`config.mk`:
```
export PLATFORM = sky130hd
export DESIGN_NAME = damped_bus_arbiter
export DESIGN_NICKNAME = d
export VERILOG_FILES = /design/src/rtl/damped_bus_arbiter.sv
export SDC_FILE = /design/constraint.sdc
export NUM_CORES = 1
export LEC_CHECK = 0
export CAP_MARGIN = 20
export CORE_MARGIN = 2
export CORE_UTILIZATION = 39
export DETAILED_ROUTE_END_ITERATION = 16
export PLACE_DENSITY_LB_ADDON = 0.08
export SYNTH_ARGS = -nofsm -noshare
export SYNTH_HDL_FRONTEND = slang
export SYNTH_SLANG_ARGS = --single-unit
```
`constraint.sdc`:
```
create_clock -name clk -period 1.7 [get_ports clk]
set_input_delay 0.51 -clock clk [delete_from_list [all_inputs] [get_ports clk]]
set_output_delay 0.51 -clock clk [all_outputs]
set_load 0.1 [all_outputs]
```
`src/rtl/damped_bus_arbiter.sv`:
```
// Round-robin arbiter for a shared damped net: one owner at a time, with idle
// turnaround cycles between owners and optional preemption of long holders.
//
// state   | meaning
// --------+---------------------------------------------------------------
// S_IDLE  | no owner, all enables low; arbitrate among pending requests
// S_GRANT | one requester owns the net, its gnt/oe high; hold counter runs
// S_TURN  | enables low for TURNAROUND cycles so drivers never overlap
module damped_bus_arbiter #(
   parameter int N          = 4,
   parameter int TURNAROUND = 1,
   parameter int MAX_HOLD   = 16
) (
   input  logic                 clk,
   input  logic                 rst_n,
   input  logic [N-1:0]         req,
   output logic [N-1:0]         gnt,
   output logic [N-1:0]         oe,
   output logic                 busy,
   output logic [$clog2(N)-1:0] owner,
   output logic                 preempt
);

   localparam int OW = $clog2(N);

   localparam logic [1:0] S_IDLE  = 2'd0;
   localparam logic [1:0] S_GRANT = 2'd1;
   localparam logic [1:0] S_TURN  = 2'd2;

   localparam logic [7:0] HOLD_LIM  = (MAX_HOLD > 0) ? 8'(MAX_HOLD - 1) : 8'd0;
   localparam logic [3:0] TURN_LOAD = (TURNAROUND > 0) ? 4'(TURNAROUND - 1) : 4'd0;

   logic [1:0]    state_q;
   logic [N-1:0]  gnt_q;
   logic [OW-1:0] owner_q;
   logic [7:0]    hold_q;
   logic [3:0]    turn_q;
   logic          preempt_q;

   logic [OW-1:0] win;
   logic [OW-1:0] cand;
   logic          found;
   logic [N-1:0]  win_oh;
   logic          others_req;
   logic          hold_hit;
   logic          owner_drop;

   // Search starts just after the last owner so every requester gets a turn.
   always_comb begin
      win   = owner_q;
      cand  = '0;
      found = 1'b0;
      for (int i = 1; i <= N; i++) begin
         cand = OW'((int'(owner_q) + i) % N);
         if (!found && req[cand]) begin
            found = 1'b1;
            win   = cand;
         end
      end
   end

   assign win_oh     = N'(1) << win;
   assign others_req = |(req & ~gnt_q);
   assign hold_hit   = (MAX_HOLD != 0) && (hold_q >= HOLD_LIM);
   assign owner_drop = !req[owner_q];

   always_ff @(posedge clk or negedge rst_n) begin
      if (!rst_n) begin
         state_q   <= S_IDLE;
         gnt_q     <= '0;
         owner_q   <= OW'(N - 1);
         hold_q    <= '0;
         turn_q    <= '0;
         preempt_q <= 1'b0;
      end else begin
         preempt_q <= 1'b0;
         case (state_q)
            S_IDLE: begin
               if (|req) begin
                  gnt_q   <= win_oh;
                  owner_q <= win;
                  hold_q  <= '0;
                  state_q <= S_GRANT;
               end
            end
            S_GRANT: begin
               // A voluntary release wins over a preempt in the same cycle.
               if (owner_drop || (hold_hit && others_req)) begin
                  gnt_q     <= '0;
                  preempt_q <= !owner_drop;
                  if (TURNAROUND == 0) begin
                     state_q <= S_IDLE;
                  end else begin
                     state_q <= S_TURN;
                     turn_q  <= TURN_LOAD;
                  end
               end else if (hold_q != 8'hFF) begin
                  hold_q <= hold_q + 8'd1;
               end
            end
            S_TURN: begin
               if (turn_q == 4'd0) state_q <= S_IDLE;
               else                turn_q  <= turn_q - 4'd1;
            end
            default: begin
               state_q <= S_IDLE;
               gnt_q   <= '0;
            end
         endcase
      end
   end

   assign gnt     = gnt_q;
   assign oe      = gnt_q;
   assign busy    = (state_q != S_IDLE);
   assign owner   = owner_q;
   assign preempt = preempt_q;

endmodule

```
# Word level (Yosys, flattened, before mapping)
# Cells that the tools add are included.
# totals
register_bits	21
out_inout_bits	12
in_bits	6
elab_cells	84
# classes
bitwise_logic	3
eq_ne	9
add_sub_neg	6
n_mux	32
order_cmp	6
shift	1
reduce_logical	21
# ops
operator	n
$mux 8	3
$pmux 8 s2	1
$lt 2x3->1 const B	5
$mux 2	7
$mux 4	3
$ne 2x2->1 const B	6
$pmux 4 s3	1
$bmux 1 s2	5
$mux 1	10
$reduce_and 3->1	3
$add 8x1->8 const B	1
$ge 8x4->1 const B	1
$ne 8x8->1 const B	1
$pmux 4 s2	1
$reduce_or 4->1	2
$pmux 2 s3	1
$reduce_bool 2->1	3
$add 2x1->2 const B	2
$add 2x2->2 const B	2
$and 4x4->4	1
$logic_and 1x1->1	4
$logic_not 1->1	4
$logic_not 4->1	1
$not 4->4	1
other kinds (9)	9

# Depth between registers and ports, before layout
# Gate-level depths: netlist of the first run.
# depth
word_depth	16
depth_mapped	7
ltp_nobuf	7

# Least setup slack after synthesis of the first run
# Ideal clock, no wire load.
# synth_timing
path_type	register to register
startpoint	reg gnt_q[0] (netlist: gnt[0])
endpoint	reg hold_q[5]
period_less_slack_ns	2.287
slack_ns	-0.587
path_stages_with_launch	6
required_time_ns	1.580
arrival_ns	2.166
path_buffers	0
setup_ns	0.120
path_cell_list	dfrtp_1 -> nand2b_1 -> o2111ai_1 -> a221oi_4 -> a31oi_1 -> a41o_1
# synth_via
elab_chain_len	7
# synth_lines
element	line_no	text
start, declared	34	logic [N-1:0] gnt_q;
start signal, assigned	80	gnt_q <= win_oh;
$not 4->4	63	assign others_req = |(req & ~gnt_q);
$and 4x4->4	63	
$reduce_or 4->1	63	
$logic_and 1x1->1	88	if (owner_drop || (hold_hit && others_req)) begin
$logic_or 1x1->1	88	
$ne 2x2->1 (no line)	--	
$reduce_and 4->1 (no line)	--	
end signal, assigned	98	hold_q <= hold_q + 8'd1;
end, declared	36	logic [7:0] hold_q;
# No other way between the ends.
# A chain may end at the register's enable or synchronous reset.

# Final worst setup path of the first run
# layout_timing
startpoint	reg state_q[1]
endpoint	reg hold_q[5]
# layout_via
elab_chain_len	3
elab_cells_between_ends	8
cone_classes	4 x eq/ne; 1 x mux; 3 x reduce/logical
# layout_lines
element	line_no	text
start, declared	33	logic [1:0] state_q;
start signal, assigned	69	state_q <= S_IDLE;
start signal, assigned	83	state_q <= S_GRANT;
start signal, assigned	92	state_q <= S_IDLE;
$eq 2x1->1 / $logic_not 2->1 (equally long branches)	77	case (state_q)
$ne 2x2->1 (no line) / $reduce_bool 2->1 (equally long branches)	--	
$reduce_and 4->1 (no line)	--	
# Parallel ways exist; a longest one is shown, timed or not.

==> results of run 1 <==
metal layers:
metal / GRT usage / wire length (um) / up-vias
met5: 0 / 0 / -
met4: 0.05714 / 39 / 0
met3: 0.03896 / 101 / 5
met2: 0.3463 / 1594 / 17
met1: 0.2457 / 1416 / 576
li1: - / - / 580
path summary, 6_finish.rpt:
check	startpoint	endpoint	slack, ns	cells after the start
setup / recovery	state_q[1]$_DFFE_PN0P_	hold_q[5]$_DFFE_PN0P_	-0.21	6
hold / removal	hold_q[3]$_DFFE_PN0P_	hold_q[3]$_DFFE_PN0P_	0.51	1
setup reg to reg	state_q[1]$_DFFE_PN0P_	hold_q[5]$_DFFE_PN0P_	-0.21	6
hold reg to reg	hold_q[3]$_DFFE_PN0P_	hold_q[3]$_DFFE_PN0P_	0.51	1
max in group asynchronous	rst_n	owner[1]$_DFFE_PN1P_	0.89	2
min in group asynchronous	rst_n	hold_q[4]$_DFFE_PN0P_	0.54	2
flip-flops by register name, indices dropped and copies added (netlist names):
signal,count
turn_q,4
state_q,2
gnt,4
owner,2
preempt,1
hold_q,8
worst max-delay path, stage by stage, from the launching register on:
cell,delay (ns)
dfrtp_1,0.42
buf_6,0.12
or3b_1,0.34
o22a_2,0.23
a221oi_4,0.33
a31oi_1,0.14
a41o_1,0.22
final cells by class:
cell class / instances / share of cell area
multi-input combinational: 99 / 0.3656
sequential: 21 / 0.2682
timing repair buffer: 56 / 0.3110
clock buffer: 4 / 0.01304
inverter: 8 / 0.01490
tap: 44 / 0.02731
through the flow:
step	setup TNS (ns)	worst slack, ns	cell area, um^2
3_3_place_gp	-7.967	-0.5290	1792
3_5_place_dp	-8.800	-0.5863	1792
4_1_cts	-1.934	-0.1850	1958
6_report	-2.189	-0.2071	2016
5_1_grt	-3.722	-0.2774	2016
2_1_floorplan	-3.138	-0.3547	1266
report_power, final:
part / leakage [nW] / internal, mW / total [mW] / switching, mW
Clock: 0.0150 / 0.0917 / 0.244 / 0.152
Combinational: 0.654 / 1.43 / 3.29 / 1.87
Sequential: 0.271 / 0.695 / 0.815 / 0.120
Total: 0.940 / 2.21 / 4.35 / 2.14
synthesized netlist by cell type (all sizes together):
cell type,instances
a21o,1
a221oi,1
or3b,1
a22oi,1
inv,8
a31oi,2
nand2b,7
nand4,1
a21oi,8
nor3,2
nand3,1
o2111ai,1
clkbuf,1
dfrtp,19
buf,5
a311oi,1
dfstp,2
nand3b,1
nor2,11
or2,3
o22a,1
a31o,1
xnor2,2
o21ai,4
o2bb2ai,3
nand2,20
o22ai,2
nor3b,1
mux2i,7
o311ai,1
and2,2
or2b,1
and3,2
or3,1
a32oi,1
ha,3
a41o,1
nor4,4
cell families after synthesis:
| kind of cell | share of synthesized area |
|---|---|
| compound gates | 0.1791 |
| mux | 0.05697 |
| flops | 0.4293 |
| buf+inv | 0.05595 |
| xor+xnor | 0.01424 |
| fa+ha+maj | 0.03052 |
| simple gates | 0.2340 |
repair_timing:
| item | CTS | global route |
|---|---|---|
| endpoints found under the hold margin | 0 | 0 |
| setup endpoints to repair | 21 | 21 |
| pin swaps | 9 | 6 |
| resized for setup | 27 | 12 |
| buffers inserted | 8 | 2 |
==> flow_summary_export.csv, run 1 <==
group,metric,value,unit
final_layout,drive_gt1_frac,0.4521,
drt,drt_iter0_markers,42,
yosys,synth.area.top_cells,"dfrtp_1 39%, nand2_1 6.1%, mux2i_1 5.7%",
timing,finalSetupViolations,19,
final_layout,final_common_cell,"buf_4",
drt,ant_nets,0,
hold_path,hold_path.class,"flop to flop",
global_routing,grt_max_degree,22,
yosys,synth-seq-cells,21,
critical_path,worst-path-max-fanout,7,
yosys,synthCells,134,
clocking,numCtsBuffers,3,
floorplan,core-area,3028,um^2
timing,skew,0.006083,ns
global_routing,grt_usage,0.1984,
final_layout,diodes,0,
critical_path,cp-end-kind,"flop",
drt,drt_wl_total,3151,um
yosys,ys_seq_area_frac,0.4293,
timing,whs,0.5059,ns
yosys,synth_cell_types,40,
global_routing,grt_pass1_vias,1161,
placed_design,hpwl,2282,um
timing,rsz0062_at_grt,"true",
critical_path,crit_required,1.90,ns
critical_path,cp-start-kind,"flop",
yosys,yosysWarnings,0,
placed_design,portBuffers,17,
drt,wl_per_cell,13.58,um
timing,max_slew_margin,0.6536,
floorplan,fp.dieH,60.16,um
floorplan,fp.dieW,60.16,um
yosys,synth_area_leader_cell,"dfrtp_1",
timing,finalCriticalPeriod,1.907,ns
critical_path,worst_ep_arrival_time,2.11,ns
final_layout,area_growth,63.89,%
timing,finalMaxSlewViolations,0,
placed_design,gp_congestion,0.8716,
global_routing,antenna_found_initial,0,
clocking,cts_tree,"yes",
critical_path,worstSetupPathType,"flop to flop",
clocking,clock_sinks,21,
final_layout,n_fill_cell,248,
power_and_ir_drop,p_total,4.352,mW
final_layout,multi_input_area,737.0,um^2
timing,fin_ws,-0.2071,ns
drt,viasPerCell,5.078,
yosys,syn_nets,143,
timing,finalHoldViolCount,0,
status,violations,"negative setup slack",
clocking,clk_pin_slew_worst_paths,0.12,ns
timing,max_freq,524.3,MHz
power_and_ir_drop,vdd_ir_drop_max,1.104,mV
yosys,synth.cell_area,1230,um^2
timing,worstMarginPinSlew,0.5191,ns
final_layout,final_cell_mix,"26 x buf_4, 17 x nand2_1, 15 x dfrtp_1",
yosys,avgSynthCellArea,9.179,um^2
floorplan,dieArea,3619,um^2
status,status,"finished with violations",
global_routing,grt_pass1_wl,5292,um
final_layout,final_nets,198,
drt,num_vias,1178,
power_and_ir_drop,power_density,2159,nW/um^2
drt,drc,0,
job,cap_violations,0,
clocking,clockBufferDepth,2,
floorplan,start_util,0.4062,
final_layout,final_core_utilization,0.6657,
yosys,synth_top_area_frac,0.3866,
clocking,postCtsHoldBufs,0,
global_routing,gr-total-overflow,0,
placed_design,dp.cells,219,
floorplan,rows,20,
clocking,clock_latency,0.31,ns
timing,period_share,1.122,
clocking,cts-root-buf,"clkbuf_4",
drt,dr.pass1.iters,4,
final_layout,stdcell_count,232,
final_layout,seq_area,540.5,um^2
floorplan,io_pins,18,
power_and_ir_drop,leakage,0.9403,nW
clocking,htree_levels,1,
Note: power is estimated with default switching activity, not from simulation.
==> run 2: changes to the inputs <==
--- a/config.mk
+++ b/config.mk
@@ -9,6 +9,7 @@
 export CORE_MARGIN = 2
 export CORE_UTILIZATION = 39
 export DETAILED_ROUTE_END_ITERATION = 16
+export GPL_TIMING_DRIVEN = 0
 export PLACE_DENSITY_LB_ADDON = 0.08
 export SYNTH_ARGS = -nofsm -noshare
 export SYNTH_HDL_FRONTEND = slang
==> flow_summary_export.csv, run 2 (synthesis results as in run 1) <==
group,metric,value,unit
critical_path,cp-start-kind,"flop",
final_layout,final_nets,174,
clocking,clock_sinks,21,
timing,max_slew_margin,0.6239,
final_layout,diodes,0,
final_layout,n_fill_cell,268,
status,violations,"negative setup slack",
global_routing,grt_pass1_wl,4623,um
final_layout,regMostFlops,"hold_q",
critical_path,crit_required,1.89,ns
drt,drt_wl_total,2819,um
floorplan,fp.dieW,60.16,um
global_routing,grt_pass1_vias,1009,
drt,dr.pass1.iters,4,
clocking,numCtsBuffers,3,
global_routing,grt-busiest-layer,"met2",
timing,skew,0.001524,ns
critical_path,worst_ep_arrival_time,2.08,ns
final_layout,fin_area,1675,um^2
floorplan,fp.dieH,60.16,um
timing,worstMarginPinSlew,0.5620,ns
placed_design,hpwl,1925,um
final_layout,largest_reg_flops,8,
drt,wl_per_cell,13.55,um
placed_design,gp_congestion,0.7750,
clocking,cts-root-buf,"clkbuf_4",
timing,max_freq,529.0,MHz
clocking,htree_levels,1,
global_routing,grt_use_met3,0.03463,
drt,drt_iter0_markers,68,
clocking,clockBufferDepth,2,
drt,viasPerCell,5.154,
timing,period_share,1.112,
timing,finalCriticalPeriod,1.890,ns
global_routing,grt_use_met2,0.2733,
hold_path,hold_path.class,"primary input to asynchronous set/reset pin",
timing,rsz0062_at_grt,"true",
drt,drc,0,
timing,finalHoldViolCount,0,
floorplan,start_util,0.4062,
status,status,"finished with violations",
clocking,postCtsHoldBufs,0,
floorplan,rows,20,
critical_path,worstSetupPathType,"flop to flop",
placed_design,portBuffers,17,
drt,ant_nets,0,
drt,num_vias,1072,
floorplan,dieArea,3619,um^2
timing,finalSetupViolations,15,
timing,finalMaxSlewViolations,0,
global_routing,grt_usage,0.1716,
critical_path,worst-path-max-fanout,7,
final_layout,area_growth,36.22,%
final_layout,drive_gt1_frac,0.3476,
global_routing,antenna_found_initial,0,
final_layout,final_cell_mix,"18 x nand2_1, 18 x buf_4, 15 x dfrtp_1",
critical_path,cp-end-kind,"flop",
clocking,clock_latency,0.30,ns
clocking,clk_pin_slew_worst_paths,0.11,ns
floorplan,core-area,3028,um^2
job,cap_violations,0,
global_routing,gr-total-overflow,0,
timing,fin_ws,-0.1902,ns
placed_design,post_dp_cell_area,1491,um^2
global_routing,use_met1,0.2259,
floorplan,io_pins,18,
global_routing,grt_max_degree,22,
clocking,cts_tree,"yes",
## run 2: routing by layer
| layer | up-vias | share of wire | wire [um] |
|---|---|---|---|
| met5 | - | 0 | 0 |
| met4 | 0 | 0.0099 | 28 |
| met3 | 4 | 0.042 | 118 |
| met2 | 24 | 0.50 | 1406 |
| met1 | 512 | 0.45 | 1265 |
| li1 | 532 | - | - |
## run 2: layout make-up
class | count | area [um^2] | area share
repair buffers | 27 | 230.2 | 0.1374
flip-flops and latches | 21 | 540.5 | 0.3226
well taps | 44 | 55.05 | 0.03286
plain buffers | 5 | 41.29 | 0.02465
inverters | 8 | 30.03 | 0.01792
multi-input cells | 99 | 752.0 | 0.4488
clock buffers | 4 | 26.28 | 0.01568
## run 2: critical path, stage by stage (launching register included)
cell and delay [ns]:
dfstp_4 0.63, buf_6 0.12, mux2i_2 0.08, o22a_4 0.26, a221oi_4 0.33, buf_4 0.17
nand2_1 0.06, mux2i_1 0.12
## run 2: per-stage QoR
stage / TNS (ns) / hold WS, ns / setup WS [ns] / cells / util
3_3_place_gp: -17.61 / 0.4831 / -0.7382 / 195 / 0.4926
2_1_floorplan: -3.138 / 0.2144 / -0.3547 / 134 / -
3_5_place_dp: -18.62 / 0.5133 / -0.7464 / 195 / 0.4926
5_1_grt: -2.719 / 0.5079 / -0.2667 / 208 / 0.5533
4_1_cts: -1.746 / 0.5331 / -0.1869 / 205 / 0.5248
6_report: -1.494 / 0.4989 / -0.1902 / 208 / 0.5533
## run 2: final timing paths
path	depth (start not counted)	from	slack, ns	end
worst min register to register	1	hold_q[0]$_DFFE_PN0P_	0.52	hold_q[0]$_DFFE_PN0P_
worst max-delay path	7	owner[1]$_DFFE_PN1P_	-0.19	hold_q[2]$_DFFE_PN0P_
min in group clk	1	hold_q[0]$_DFFE_PN0P_	0.52	hold_q[0]$_DFFE_PN0P_
worst max register to register	7	owner[1]$_DFFE_PN1P_	-0.19	hold_q[2]$_DFFE_PN0P_
worst min-delay path	1	rst_n	0.50	turn_q[3]$_DFFE_PN0P_
max in group asynchronous	2	rst_n	0.68	owner[0]$_DFFE_PN1P_
## run 2: what timing repair did
action | 4_1_cts | 5_1_grt
gates resized for setup | 85 | 11
endpoints found under the setup margin | 31 | 22
pin swaps | 4 | 3
buffers inserted | 7 | 2
Power of run 2 is left out: the tool's default activity adds up to more than one toggle a clock period on the data nets, which glitch-free logic cannot reach.
